### src/rtl/scene_compositor.sv
// Layer compositor for the VGA output path: priority merge of overlay layers over a
// background, a 2-stage pix_en-qualified pipeline, and a frame-synchronous fade on scene change.
module scene_compositor #(
  parameter int NUM_LAYERS      = 3,
  parameter int NUM_SCENES      = 8,
  parameter int STATE_W         = 3,
  parameter int FADE_STEPS      = 4,
  parameter int FRAMES_PER_STEP = 2,
  parameter int FADE_ENABLE     = 1
) (
  input  logic                             clk,
  input  logic                             rst,
  input  logic                             pix_en,
  input  logic                             frame_start,
  input  logic                             valid,
  input  logic [STATE_W-1:0]               scene_in,
  input  logic [NUM_SCENES*NUM_LAYERS-1:0] scene_mask,
  input  logic [NUM_LAYERS-1:0]            layer_valid,
  input  logic [NUM_LAYERS*12-1:0]         layer_pixel,
  input  logic [11:0]                      bg_pixel,
  output logic [3:0]                       vgaRed,
  output logic [3:0]                       vgaGreen,
  output logic [3:0]                       vgaBlue,
  output logic [STATE_W-1:0]               active_scene,
  output logic                             fade_busy
);

  localparam int LOG_STEPS = $clog2(FADE_STEPS);
  localparam int LVL_W     = LOG_STEPS + 1;
  localparam int PROD_W    = 4 + LOG_STEPS + 1;
  localparam int CNT_W     = (FRAMES_PER_STEP > 1) ? $clog2(FRAMES_PER_STEP) : 1;

  localparam logic [LVL_W-1:0] LVL_FULL   = LVL_W'(FADE_STEPS);
  localparam logic [CNT_W-1:0] CNT_LAST   = CNT_W'(FRAMES_PER_STEP - 1);
  localparam logic             FIRST_WRAP = (FRAMES_PER_STEP == 1);

  typedef enum logic [1:0] {STEADY, FADE_OUT, FADE_IN} state_e;

  state_e             state_q, state_d;
  logic [LVL_W-1:0]   level_q, level_d;
  logic [STATE_W-1:0] active_q, active_d;
  logic [CNT_W-1:0]   cnt_q, cnt_d;
  logic [11:0]        px1_q;
  logic [LVL_W-1:0]   lvl1_q;
  logic [11:0]        rgb_q;

  logic               scene_change;
  logic               wrap;
  logic               start_out;
  logic [NUM_LAYERS-1:0] scene_en;
  logic [11:0]        sel_px;

  assign scene_change = (scene_in != active_q);
  assign wrap         = (cnt_q == CNT_LAST);

  // NOTE: every signal written in an always_comb gets a default first, so no latch is inferred.
  always_comb begin
    state_d   = state_q;
    level_d   = level_q;
    active_d  = active_q;
    cnt_d     = cnt_q;
    start_out = 1'b0;
    if (frame_start) begin
      case (state_q)
        STEADY: begin
          if (scene_change) begin
            if (FADE_ENABLE != 0) start_out = 1'b1;
            else                  active_d  = scene_in;
          end
        end
        FADE_OUT: begin
          if (level_q == '0) begin
            active_d = scene_in;
            state_d  = FADE_IN;
            cnt_d    = '0;
          end else begin
            cnt_d = wrap ? '0 : cnt_q + 1'b1;
            if (wrap) level_d = level_q - 1'b1;
          end
        end
        FADE_IN: begin
          if (scene_change) begin
            start_out = 1'b1;
          end else begin
            cnt_d = wrap ? '0 : cnt_q + 1'b1;
            if (wrap) begin
              level_d = level_q + 1'b1;
              if (level_q + 1'b1 == LVL_FULL) state_d = STEADY;
            end
          end
        end
        default: state_d = STEADY;
      endcase
      // The frame that starts (or reverses into) a fade-out is its first counted frame.
      if (start_out) begin
        state_d = FADE_OUT;
        cnt_d   = FIRST_WRAP ? '0 : CNT_W'(1);
        if (FIRST_WRAP && level_q != '0) level_d = level_q - 1'b1;
      end
    end
  end

  // NOTE: sequential state is updated with non-blocking assignments only.
  always_ff @(posedge clk) begin
    if (rst) begin
      state_q  <= STEADY;
      level_q  <= LVL_FULL;
      active_q <= '0;
      cnt_q    <= '0;
    end else begin
      state_q  <= state_d;
      level_q  <= level_d;
      active_q <= active_d;
      cnt_q    <= cnt_d;
    end
  end

  always_comb begin
    scene_en = '0;
    for (int s = 0; s < NUM_SCENES; s++) begin
      if (active_q == STATE_W'(s)) scene_en = scene_mask[s*NUM_LAYERS +: NUM_LAYERS];
    end
  end

  // Walk from lowest priority upward so layer 0 wins when several qualify.
  always_comb begin
    sel_px = bg_pixel;
    for (int k = NUM_LAYERS - 1; k >= 0; k--) begin
      if (layer_valid[k] && scene_en[k]) sel_px = layer_pixel[12*k +: 12];
    end
  end

  function automatic logic [3:0] scale(input logic [3:0] c, input logic [LVL_W-1:0] lvl);
    return 4'((PROD_W'(c) * PROD_W'(lvl)) >> LOG_STEPS);
  endfunction

  // NOTE: the pipeline is a handful of flops, not a memory, so it is cleared in reset too.
  always_ff @(posedge clk) begin
    if (rst) begin
      px1_q  <= '0;
      lvl1_q <= '0;
      rgb_q  <= '0;
    end else if (pix_en) begin
      px1_q  <= valid ? sel_px : 12'h000;
      lvl1_q <= level_q;
      rgb_q  <= {scale(px1_q[11:8], lvl1_q), scale(px1_q[7:4], lvl1_q), scale(px1_q[3:0], lvl1_q)};
    end
  end

  assign vgaRed       = rgb_q[11:8];
  assign vgaGreen     = rgb_q[7:4];
  assign vgaBlue      = rgb_q[3:0];
  assign active_scene = active_q;
  assign fade_busy    = (state_q != STEADY);

endmodule
### config.mk
export PLATFORM = sky130hd
export DESIGN_NAME = scene_compositor
export DESIGN_NICKNAME = d
export VERILOG_FILES = /design/src/rtl/scene_compositor.sv
export SDC_FILE = /design/constraint.sdc
export NUM_CORES = 1
export LEC_CHECK = 0
export BUFFER_PORTS_ARGS = -buffer_cell sky130_fd_sc_hd__buf_2
export CAP_MARGIN = 15
export CORE_UTILIZATION = 45
export DETAILED_ROUTE_END_ITERATION = 6
export GPL_TIMING_DRIVEN = 0
export HOLD_SLACK_MARGIN = 0.12
export PLACE_DENSITY_LB_ADDON = 0.15
export SYNTH_ARGS = -nofsm -noshare
export SYNTH_HDL_FRONTEND = slang
export SYNTH_SLANG_ARGS = --single-unit
### constraint.sdc
create_clock -name clk -period 2.58 [get_ports clk]
set_clock_uncertainty 0.1 [all_clocks]
set_input_delay 0.387 -clock clk [delete_from_list [all_inputs] [get_ports clk]]
set_output_delay 0.387 -clock clk [all_outputs]
set_load 0.05 [all_outputs]
==> flow_summary.ini <==
[status]
outcome = completed

[clock_tree]
clockBufferDepth = 2
cts_buffers = 5
cts_hold_buf = 0
cts_tree = built
cts.htree.levels = 2
path_clk_slew_ps = 70
cts_root_buf = clkbuf_8
postCtsSetupBuffers = 0
clk_latency_ps = 280
clock-sinks = 36

[setup_path]
rrSetupSlack_ps = 210
endpoint_kind = flop
reg2regPathDepth = 8
slowest_delay_ps = 550
path_cells = nand2_1 -> fa_1 -> inv_1 -> ha_1 -> a21o_1 -> a21oi_1 -> xnor2_1 -> a211oi_1
cp.arrival_ps = 2480
critical-path-slowest-cell = fa_1
start_kind = flop
cp_max_fo = 8
r2r_end = rgb_q[3]
r2r-start = lvl1_q[0]
crit_buf_inv = 1
crit_type = flop to flop
crit_family = adder cells
cp_data_required_time_ps = 2680

[synth]
synth-seq-cells = 36
synth_edf_count = 0
yosysWarnings = 0
yosysTopAreaCell = dfxtp_1
synth_ff_type = dfxtp_1
synth_area_um2 = 2900
synthCells = 314
synthArstFlopShare_pct = 0
syn_avg_cell_area_um2 = 9.23
synth-seq-area-share_pct = 24.9
synthTopCellsByArea = dfxtp_1, ha_1, mux2i_1, fa_1, mux2_4
synth_fp_nets = 425
synth_cell_type_count = 43
synth.top_cell.area_share_pct = 24.9

[layout]
final_cells = 491
final_layout_size_suffix_gt1_share_pct = 32.5
antenna_cells = 0
syn_to_final_growth_pct = 24.1
final_common_cell = buf_2
layout.nets = 526
multi_input_area_um2 = 1930
regArea_um2 = 727
fillCellCount = 547
layout_common_cells = buf_2, inv_1, dfxtp_1

[die]
die_area_um2 = 6770
core_region_area_um2 = 6060
die_h_um = 82.3
start_util_pct = 47.8
io_pins = 99
die_width_um = 82.3
rows = 28

[timing]
final_hold_viol_count = 0
setup_slack_ps = 205
worstMarginPinSlew_ps = 680
hold-worst-slack_ps = 221
period_share_pct = 92.0
min_period_ps = 2370
finalMaxSlewViolations = 0
slew_headroom_pct = 54.6
setup_tns_ps = 0
clock.fmax_mhz = 421
grt_setup_unrepaired = no
setup_violations = 0

[global_route]
grt_pass1_vias = 2463
grt_first_pass_wirelength_um = 10900
grtUsageTotal_pct = 21.0
grt_start_max_net_pins = 14
grt_overflow_total = 0
grt_antenna_before_repair = 0

[power_and_ir_drop]
power_frac_seq_pct = 41.9
p_switching_mw = 0.384
intPower_mw = 1.07
combPwrFrac_pct = 20.6
leakage_nw = 1.79
design_power_total_mw = 1.45
vdd_drop_max_mv = 0.234
clockPowerShare_pct = 37.5
netSwitchingFraction_pct = 26.4
power.density_nw_per_um2 = 404

[placed_design]
post-place-cells = 485
portBuffers = 96
dp_hpwl_um = 5220
globalplace.congestion = 0.821
dp_slack_ps = -125

[detailed_routing]
drt-vias-per-instance = 5.25
firstDrtPassIters = 4
wirelength_um = 6480
postRouteAntennaNets = 0
post_drt_wl_per_cell_um = 13.2
drc = 0
vias = 2578
drt_iter0_markers = 116

[worst_hold_path]
hp-class = primary input to flop
holdPathStages = 2
hold_start = layer_pixel[17]
min_to = px1_q[5]

[job]
max_cap_violations = 0
## worst max path at each step
stage	slack [ps]	cells past startpoint	end	from
floorplan	70	7	px1_q[11]	active_scene[1]
global placement	-80	9	rgb_q[11]	lvl1_q[2]
detailed placement	-120	9	rgb_q[11]	lvl1_q[2]
CTS	20	8	rgb_q[11]	lvl1_q[2]
global route	50	8	rgb_q[11]	lvl1_q[0]
finish	210	8	rgb_q[3]	lvl1_q[0]
## power groups by stage
| stage | registers, mW | clock network (mW) | logic, mW |
|---|---|---|---|
| floorplan | 0.633 | 0 | 0.178 |
| global placement | 0.617 | 0 | 0.300 |
| detailed placement | 0.618 | 0 | 0.305 |
| CTS | 0.608 | 0.557 | 0.302 |
| global route | 0.613 | 0.580 | 0.329 |
| finish | 0.608 | 0.545 | 0.300 |
## through the flow
stage	cell area [um2]	util, %
final	3600	59.4
after global routing	3600	59.4
after CTS	3590	59.3
after detailed placement	3470	57.3
after global placement	3470	57.3
after floorplan	2900	-
## routing by layer
layer	part of all wire, %	wire [um]	up-vias	global-route usage [%]
li1	-	-	1303	-
met1	48	3110	1176	27.9
met2	46	2960	90	34.0
met3	4.9	319	9	3.52
met4	1.5	94	0	7.37
met5	0	0	-	0
## timing repair
action	4_1_cts	5_1_grt
gates resized for setup	0	3
gates cloned	0	0
endpoints found under the setup margin	6	5
## worst reg2reg max path, delay by kind of cell (launching register included)
| family | cells | cell delay, ps |
|---|---|---|
| buffers and inverters | 1 | 60 |
| AOI/OAI and AO/OA | 3 | 570 |
| xor gates and xnor gates | 1 | 110 |
| DFF | 1 | 490 |
| adders and majority gates | 2 | 840 |
| and+or+nand+nor | 1 | 120 |
## cell usage after synthesis, types with 4 or more instances
cell type and n:
xor2_1 4, and2_1 10, fa_1 9, a211oi_1 6, a21oi_1 22, a221o_1 13
buf_6 4, inv_1 33, mux2_4 11, a32o_1 12, nand3_1 4, xnor2_1 11
nand3b_1 4, ha_1 19, clkbuf_1 9, nor2_1 29, dfxtp_1 36, mux2i_1 19
nand2_1 23
## cell type report
type	instances	area share (%)
buffer	17	3.23
clock buffer	7	2.68
clock inverter	1	0.834
inverter	33	3.44
multi-input combinational	226	53.7
sequential	36	20.2
tap	75	2.61
timing repair buffer	96	13.4
## flip-flops by register name (all words and copies together) (netlist names)
name / count
px1_q: 12
rgb_q: 12
active_scene: 3
state_q: 2
level_q: 3
cnt_q: 1
lvl1_q: 3
## kinds of logic after synthesis
group	after synthesis	share of synthesized area (%)
simple gates	81	13.8
compound gates	68	19.0
buf+inv	52	8.55
flops	36	24.9
mux	34	14.8
fa+ha+maj	28	14.4
xor+xnor	15	4.53
Power figures use the tool's default switching activity.
